`config.mk`:
```
export PLATFORM = sky130hd
export DESIGN_NAME = branch_sequencer
export DESIGN_NICKNAME = d
export VERILOG_FILES = /design/src/rtl/branch_sequencer.sv
export SDC_FILE = /design/constraint.sdc
export NUM_CORES = 1
export LEC_CHECK = 0
export BUFFER_PORTS_ARGS = -buffer_cell sky130_fd_sc_hd__buf_2
export CORE_ASPECT_RATIO = 1.75
export CORE_UTILIZATION = 45
export CTS_CLUSTER_DIAMETER = 200
export CTS_CLUSTER_SIZE = 40
export DETAILED_ROUTE_END_ITERATION = 8
export GPL_ROUTABILITY_DRIVEN = 0
export PLACE_DENSITY = 0.69
export SYNTH_ARGS = -nofsm -noshare
export SYNTH_HDL_FRONTEND = slang
export SYNTH_SLANG_ARGS = --single-unit
```
`constraint.sdc`:
```
create_clock -name clk -period 7 [get_ports clk]
set_input_delay 1.4 -clock clk [delete_from_list [all_inputs] [get_ports clk]]
set_output_delay 1.4 -clock clk [all_outputs]
set_load 0.02 [all_outputs]
```
`src/rtl/branch_sequencer.sv`:
```
// Branch sequencer: drives Ra to the CON FF, samples the condition and commits the next PC.
// Optional BRANCH_STATS_EN adds saturating taken / not-taken commit counters.
module branch_sequencer #(
  parameter int          WIDTH     = 32,
  parameter int          OFFSET_W  = 19,
  parameter logic [4:0]  BR_OPCODE = 5'b10010
) (
  input  logic             clk,
  input  logic             clear,
  input  logic             start,
  input  logic [WIDTH-1:0] ir,
  input  logic [WIDTH-1:0] ra_value,
  input  logic [WIDTH-1:0] pc_in,
  input  logic             con_ff,
  output logic [WIDTH-1:0] bus_out,
  output logic             con_in,
  output logic [1:0]       cond_sel,
  output logic [WIDTH-1:0] pc_out,
  output logic             pc_load,
  output logic             taken,
  output logic             busy,
  output logic             done,
`ifdef BRANCH_STATS_EN
  output logic [15:0]      taken_count,
  output logic [15:0]      nottaken_count,
`endif
  output logic             err
);

  typedef enum logic [1:0] {IDLE, EVAL, SAMPLE, COMMIT} state_t;

  state_t              state_q, state_d;
  logic [WIDTH-1:0]    ra_q, ra_d;
  logic [WIDTH-1:0]    pc_q, pc_d;
  logic [WIDTH-1:0]    target_q, target_d;
  logic [OFFSET_W-1:0] off_q, off_d;
  logic [1:0]          cond_q, cond_d;
  logic                bad_q, bad_d;
  logic                taken_q, taken_d;
  logic [WIDTH-1:0]    off_sext;
  logic                unused_ir;

  // Only opcode, condition and offset fields of IR matter here.
  assign unused_ir = ^ir;
  assign off_sext  = {{(WIDTH-OFFSET_W){off_q[OFFSET_W-1]}}, off_q};

  always_ff @(posedge clk or posedge clear) begin
    if (clear) begin
      state_q  <= IDLE;
      ra_q     <= '0;
      pc_q     <= '0;
      target_q <= '0;
      off_q    <= '0;
      cond_q   <= '0;
      bad_q    <= 1'b0;
      taken_q  <= 1'b0;
    end else begin
      state_q  <= state_d;
      ra_q     <= ra_d;
      pc_q     <= pc_d;
      target_q <= target_d;
      off_q    <= off_d;
      cond_q   <= cond_d;
      bad_q    <= bad_d;
      taken_q  <= taken_d;
    end
  end

  always_comb begin
    state_d  = state_q;
    ra_d     = ra_q;
    pc_d     = pc_q;
    target_d = target_q;
    off_d    = off_q;
    cond_d   = cond_q;
    bad_d    = bad_q;
    taken_d  = taken_q;
    bus_out  = '0;
    con_in   = 1'b0;
    pc_out   = '0;
    pc_load  = 1'b0;
    done     = 1'b0;
    err      = 1'b0;
    busy     = (state_q != IDLE);
    case (state_q)
      IDLE: begin
        if (start) begin
          ra_d    = ra_value;
          pc_d    = pc_in;
          off_d   = ir[OFFSET_W-1:0];
          cond_d  = ir[20:19];
          taken_d = 1'b0;
          bad_d   = (ir[31:27] != BR_OPCODE);
          state_d = (ir[31:27] != BR_OPCODE) ? COMMIT : EVAL;
        end
      end
      EVAL: begin
        con_in  = 1'b1;
        bus_out = ra_q;
        state_d = SAMPLE;
      end
      SAMPLE: begin
        taken_d  = con_ff;
        target_d = pc_q + off_sext;
        state_d  = COMMIT;
      end
      COMMIT: begin
        pc_load = 1'b1;
        done    = 1'b1;
        err     = bad_q;
        // taken_q stays 0 for a bad opcode, so the PC is passed through.
        pc_out  = (taken_q && !bad_q) ? target_q : pc_q;
        state_d = IDLE;
      end
      default: state_d = IDLE;
    endcase
  end

  assign cond_sel = cond_q;
  assign taken    = taken_q;

`ifdef BRANCH_STATS_EN
  logic [15:0] taken_cnt_q, nottaken_cnt_q;

  always_ff @(posedge clk or posedge clear) begin
    if (clear) begin
      taken_cnt_q    <= '0;
      nottaken_cnt_q <= '0;
    end else if (state_q == COMMIT && !bad_q) begin
      if (taken_q && taken_cnt_q != 16'hFFFF)
        taken_cnt_q <= taken_cnt_q + 16'd1;
      if (!taken_q && nottaken_cnt_q != 16'hFFFF)
        nottaken_cnt_q <= nottaken_cnt_q + 16'd1;
    end
  end

  assign taken_count    = taken_cnt_q;
  assign nottaken_count = nottaken_cnt_q;
`endif

endmodule

```
# Yosys cells after proc, flatten, opt, wreduce, memory -nomap -nowiden
# Cells that the tools add are included.
dict set report op_classes {
  add_sub_neg 1
  eq_ne 5
  n_mux 11
  n_reduce_logical 7
}
# op count
set op_table {}
lappend op_table {{$mux 32} 3}
lappend op_table {{$add 32x32->32} 1}
lappend op_table {{$pmux 2 s4} 1}
lappend op_table {{$ne 5x5->1 const B} 1}
lappend op_table {{$eq 2x2->1 const B} 2}
lappend op_table {{$mux 1} 4}
lappend op_table {{$mux 2} 2}
lappend op_table {{$reduce_and 2->1} 2}
lappend op_table {{$reduce_bool 2->1} 2}
lappend op_table {{$eq 2x1->1 const B} 1}
lappend op_table {{$logic_not 2->1} 1}
lappend op_table {{$ne 2x2->1 const B} 1}
lappend op_table {{$pmux 1 s2} 1}
lappend op_table {{$logic_and 1x1->1} 1}
lappend op_table {{$logic_not 1->1} 1}
dict set report totals {
  ff_bits 121
  output_inout_bits 72
  elab_cells 32
}

# Depth between registers and ports, before layout
dict set report depth {
  word_depth 4
  depth_mapped 9
}

# Worst setup path after synthesis
# Ideal clock, no wire load.
dict set report synth_path {
  path_kind {register -> output}
  startpoint {register taken_q (netlist: taken)}
  endpoint {output port pc_out[10]}
  t_arrival_ns 1.627
  t_required_ns 5.600
  path_slack_ns 3.973
  stages_incl_launch_ff 6
  n_path_buf 2
  cell_sequence {dfrtp_1 -> nor2b_1 -> clkbuf_1 -> clkbuf_1 -> nand2_1 -> a21boi_0}
}
dict set report synth_between {
  elab_chain_cells 3
}
# item line
set synth_rtl {}
lappend synth_rtl {{start, declared} 39} ;# logic taken_q, taken_d;
lappend synth_rtl {{start signal, assigned} 65} ;# taken_q <= taken_d;
lappend synth_rtl {{$logic_and 1x1->1} 112} ;# pc_out = (taken_q && !bad_q) ? target_q : pc_q;
lappend synth_rtl {{$mux 32} 112}
lappend synth_rtl {{$mux 32} 85} ;# case (state_q)
lappend synth_rtl {{end, declared} 18} ;# output logic [WIDTH-1:0] pc_out,
# Every way passes these cells.

# Final worst setup path
dict set report layout_path {
  startpoint {register bad_q}
  endpoint {output port pc_out[2]}
}
dict set report layout_between {
  elab_chain_cells 4
}
# item line
set layout_rtl {}
lappend layout_rtl {{start, declared} 38} ;# logic bad_q, bad_d;
lappend layout_rtl {{start signal, assigned} 55} ;# bad_q <= 1'b0;
lappend layout_rtl {{start signal, assigned} 64} ;# bad_q <= bad_d;
lappend layout_rtl {{$logic_not 1->1} 112}
lappend layout_rtl {{$logic_and 1x1->1} 112}
lappend layout_rtl {{$mux 32} 112}
lappend layout_rtl {{$mux 32} 85}
# Every way passes these cells.

==> metrics.txt <==
# TYPE chip_impl_metric gauge
chip_impl_metric{name="drt_drc_violations_left",unit=""} 0
chip_impl_metric{name="antenna_cells",unit=""} 0
chip_impl_info{name="cp-end-kind",value="primary output"} 1
chip_impl_metric{name="dieHeight",unit="um"} 171
chip_impl_metric{name="global_route_wire_length_before_repair",unit="mm"} 29.5
chip_impl_metric{name="clk-insertion-delay-late",unit="ns"} 0.42
chip_impl_metric{name="io_port_bufs",unit=""} 165
chip_impl_metric{name="tot_gr_track_use",unit="%"} 22.2
chip_impl_metric{name="worst-r2r-setup-slack",unit="ns"} 4.27
chip_impl_metric{name="start_util",unit="%"} 46.3
chip_impl_metric{name="timing.final.max_slew_violations",unit=""} 0
chip_impl_metric{name="cts.clk_slew.worst_paths",unit="ns"} 0.06
chip_impl_metric{name="synth_seq_area_share",unit="%"} 41.0
chip_impl_info{name="worstHoldPathType",value="flop to flop"} 1
chip_impl_metric{name="min_tclk_post_route",unit="ns"} 3.76
chip_impl_metric{name="post-layout-total-power",unit="W"} 0.00512
chip_impl_metric{name="drt-total-wl",unit="mm"} 18.1
chip_impl_metric{name="core.rowCount",unit=""} 61
chip_impl_metric{name="floorplan.die_area",unit="sq um"} 16900
chip_impl_metric{name="synth_enable_flop_cells",unit=""} 0
chip_impl_metric{name="setup_violations",unit=""} 0
chip_impl_metric{name="core_region_area",unit="sq um"} 16000
chip_impl_info{name="critical_path.top_delay_family",value="simple AND/OR/NAND/NOR gates"} 1
chip_impl_metric{name="whs",unit="ns"} 0.490
chip_impl_info{name="status",value="completed"} 1
chip_impl_metric{name="synth.ff_latch_count",unit=""} 121
chip_impl_metric{name="cts.hold.buffers_added",unit=""} 0
chip_impl_metric{name="grt_pass1_vias",unit=""} 6217
chip_impl_metric{name="synthesis.area_per_instance",unit="sq um"} 10.1
chip_impl_metric{name="fin_crit_sh",unit="%"} 53.7
chip_impl_metric{name="grt_max_degree",unit=""} 63
chip_impl_metric{name="finalClockSkew",unit="ns"} 0.00626
chip_impl_metric{name="drt-wirelength-per-cell",unit="um"} 16.7
chip_impl_info{name="critical_path.startpoint",value="bad_q"} 1
chip_impl_metric{name="route.vias.total",unit=""} 5983
chip_impl_metric{name="critPathRequiredTime",unit="ns"} 5.60
chip_impl_metric{name="tightest_slew",unit="ns"} 0.901
chip_impl_metric{name="netlist_instances",unit=""} 728
chip_impl_info{name="worst_hold_launch",value="target_q[7]"} 1
chip_impl_metric{name="worstHoldPathCells",unit=""} 2
chip_impl_metric{name="tritoncts.num_buffers",unit=""} 17
chip_impl_metric{name="cts_repair_resize_count",unit=""} 0
chip_impl_info{name="worst_hold_path.endpoint",value="target_q[7]"} 1
chip_impl_info{name="cts_tree",value="built"} 1
chip_impl_metric{name="timing.max_cap.violations",unit=""} 0
chip_impl_metric{name="grt_overflow",unit=""} 0
chip_impl_metric{name="cellLeakagePower",unit="nW"} 4.19
chip_impl_metric{name="count_of_nets_left_with_antenna_violations_after_detail_routing",unit=""} 0
chip_impl_metric{name="cp_data_arrival_time",unit="ns"} 2.36
chip_impl_metric{name="pre_cts_slack",unit="ns"} 3.65
chip_impl_metric{name="synth_nets",unit=""} 864
chip_impl_info{name="crit-reg2reg-capture",value="target_q[16]"} 1
chip_impl_metric{name="final_nets",unit=""} 1016
chip_impl_metric{name="post_route_cells_drive_above_1_share",unit="%"} 35.9
chip_impl_metric{name="yosysWarnings",unit=""} 0
chip_impl_info{name="clockRootBuffer",value="sky130_fd_sc_hd__clkbuf_16"} 1
chip_impl_metric{name="antenna_violations_before_repair",unit=""} 0
chip_impl_metric{name="setup_slack",unit="ns"} 3.24
chip_impl_metric{name="worstRegToRegCells",unit=""} 8
chip_impl_metric{name="ff_latch_area",unit="sq um"} 3030
chip_impl_metric{name="power-per-cell-area",unit="nW/um^2"} 576
chip_impl_metric{name="worstPathMaxFanout",unit=""} 17
chip_impl_info{name="r2r_start",value="pc_q[0]"} 1
chip_impl_metric{name="tritonroute_pass_1_iters",unit=""} 4
chip_impl_metric{name="fillerInstances",unit=""} 1442
chip_impl_metric{name="max-vdd-ir-drop",unit="uV"} 344
chip_impl_metric{name="post_drt_via_cell_ratio",unit=""} 5.54
chip_impl_metric{name="async_reset_ff_share",unit="%"} 100
chip_impl_metric{name="final.setup.tns",unit="ns"} 0
chip_impl_metric{name="maxSlewHeadroom",unit="%"} 40.0
chip_impl_metric{name="hpwl_after_detailed_placement",unit="mm"} 13.2
chip_impl_metric{name="layout-area-overhead-vs-synth",unit="%"} 20.2
chip_impl_info{name="cpMaxStageDelayCell",value="sky130_fd_sc_hd__nand2b_1"} 1
chip_impl_metric{name="timing.fmax",unit="MHz"} 266
chip_impl_info{name="synth_top_flop_cell",value="sky130_fd_sc_hd__dfrtp_1"} 1
chip_impl_metric{name="critical-path-max-stage-delay",unit="ns"} 0.57
chip_impl_metric{name="cts.repair_timing.setup_buffer_count",unit=""} 0
chip_impl_info{name="crit_path_cell_trace",value="nand2b_1 > buf_4 > nand2_1 > a21boi_0 > buf_2"} 1
chip_impl_metric{name="h-tree-depth",unit=""} 4
chip_impl_metric{name="ioPinCount",unit=""} 172
chip_impl_metric{name="total_buffers_and_inverters_traversed_by_the_critical_path",unit=""} 2
chip_impl_info{name="grt_setup_unrepaired",value="false"} 1
chip_impl_metric{name="syn_area",unit="sq um"} 7390
chip_impl_metric{name="drt_iter0_markers",unit=""} 206
chip_impl_metric{name="tritoncts_num_sinks",unit=""} 121
chip_impl_metric{name="clock_tree.buffer_depth",unit=""} 2
chip_impl_metric{name="floorplan.die.width",unit="um"} 98.8
chip_impl_metric{name="final-hold-violation-count",unit=""} 0
chip_impl_metric{name="ys_types",unit=""} 75
chip_impl_info{name="path_class",value="flop to primary output"} 1
chip_impl_info{name="worst_setup_path_start_kind",value="flop"} 1
chip_impl_metric{name="multiInputGateArea",unit="sq um"} 4160
==> how the worst max path moves through the flow <==
stage                end  slack [ns]  cells after the start
6_report       pc_out[2]        3.24                      5
5_1_grt        pc_out[8]        3.10                      5
4_1_cts        pc_out[2]        3.19                      5
3_5_place_dp   pc_out[2]        3.65                      5
3_3_place_gp   pc_out[2]        3.63                      5
2_1_floorplan      bad_q        2.39                      1
==> cell usage after synthesis, types with 5 or more instances <==
cell                       instances  area share [%]
sky130_fd_sc_hd__a21oi_1          27             1.8
sky130_fd_sc_hd__xnor2_1           9             1.1
sky130_fd_sc_hd__nand2_1         103             5.2
sky130_fd_sc_hd__and3_1           12             1.0
sky130_fd_sc_hd__o211ai_1          6            0.61
sky130_fd_sc_hd__a21o_1           15             1.5
sky130_fd_sc_hd__nand3_1          16             1.1
sky130_fd_sc_hd__o21ai_0          14            0.95
sky130_fd_sc_hd__o21a_1            6            0.61
sky130_fd_sc_hd__buf_1             8            0.41
sky130_fd_sc_hd__nand4_1           5            0.42
sky130_fd_sc_hd__nor3_1            7            0.47
sky130_fd_sc_hd__a21boi_0         33             3.4
sky130_fd_sc_hd__and2_1           37             3.1
sky130_fd_sc_hd__clkbuf_1         26             1.3
sky130_fd_sc_hd__nor2_1           26             1.3
sky130_fd_sc_hd__inv_1            13            0.66
sky130_fd_sc_hd__ha_1             35             5.9
sky130_fd_sc_hd__dfrtp_1         121              41
sky130_fd_sc_hd__mux2_2           98              15
sky130_fd_sc_hd__nand2b_1          8            0.68
==> through the flow <==
step	instances	utilization [%]	area (sq um)
3_5_place_dp	1050	52.4	8360
2_1_floorplan	728	-	7390
3_3_place_gp	1050	52.4	8360
4_1_cts	1080	55.7	8880
5_1_grt	1080	55.7	8880
6_report	1080	55.7	8880
==> final cells by class <==
cell class | instances | area share (%)
Tap cell | 189 | 2.66
Inverter | 14 | 0.620
Sequential cell | 121 | 34.1
Multi-Input combinational cell | 554 | 46.9
Clock inverter | 11 | 0.874
Clock buffer | 19 | 4.99
Timing Repair Buffer | 172 | 9.89
==> cell usage in the layout, fill, tap and decap left out, types with 14 or more instances in the layout <==
cell | synthesis | final
sky130_fd_sc_hd__a21o_1 | 15 | 15
sky130_fd_sc_hd__ha_1 | 35 | 35
sky130_fd_sc_hd__mux2_2 | 98 | 98
sky130_fd_sc_hd__dfrtp_1 | 121 | 121
sky130_fd_sc_hd__and2_1 | 37 | 37
sky130_fd_sc_hd__nand3_1 | 16 | 16
sky130_fd_sc_hd__nor2_1 | 26 | 26
sky130_fd_sc_hd__o21ai_0 | 14 | 14
sky130_fd_sc_hd__nand2_1 | 103 | 102
sky130_fd_sc_hd__a21boi_0 | 33 | 33
sky130_fd_sc_hd__clkbuf_16 | 0 | 17
sky130_fd_sc_hd__a21oi_1 | 27 | 27
sky130_fd_sc_hd__buf_2 | 4 | 165
==> power by group <==
part | switching, W | leakage, nW | internal (W)
sequential | 0.000248 | 1.44 | 0.00107
clock | 0.000321 | 0.239 | 0.000455
combinational | 0.00173 | 2.51 | 0.00129
==> registers in the layout, indices dropped and copies added (netlist names) <==
signal    cells
ra_q         32
state_q       2
taken         1
pc_q         32
target_q     32
bad_q         1
cond_sel      2
off_q        19
==> layer usage <==
metal  track usage, %  wire length, um  vias up  share of wire (%)
met5                0                0        -                  0
met4             8.63              395        0                2.2
met3             5.08              756       25                4.2
met2             42.9             9970      156                 55
met1             22.9             6940     2869                 38
li1                 -                -     2933                  -
==> worst reg2reg max path, stage by stage (launching register included) <==
cell and delay (ns):
sky130_fd_sc_hd__dfrtp_1 0.39, sky130_fd_sc_hd__ha_1 0.24, sky130_fd_sc_hd__fa_1 0.42, sky130_fd_sc_hd__a21o_1 0.24, sky130_fd_sc_hd__a221oi_4 0.36, sky130_fd_sc_hd__o21ai_4 0.16
sky130_fd_sc_hd__a21oi_2 0.35, sky130_fd_sc_hd__nor3_1 0.11, sky130_fd_sc_hd__or3_1 0.35
==> logic make-up after synthesis <==
kind of cell               after synthesis  synth area share, %
muxes                                  101                 15.3
DFF                                    121                 41.0
AOI/OAI and AO/OA                      168                 17.6
xor gates and xnor gates                13                 1.54
buffers and inverters                   53                 2.81
adders and majority gates               36                 6.20
and+or+nand+nor                        236                 15.5
No activity file was read; power rests on OpenSTA's default activity.
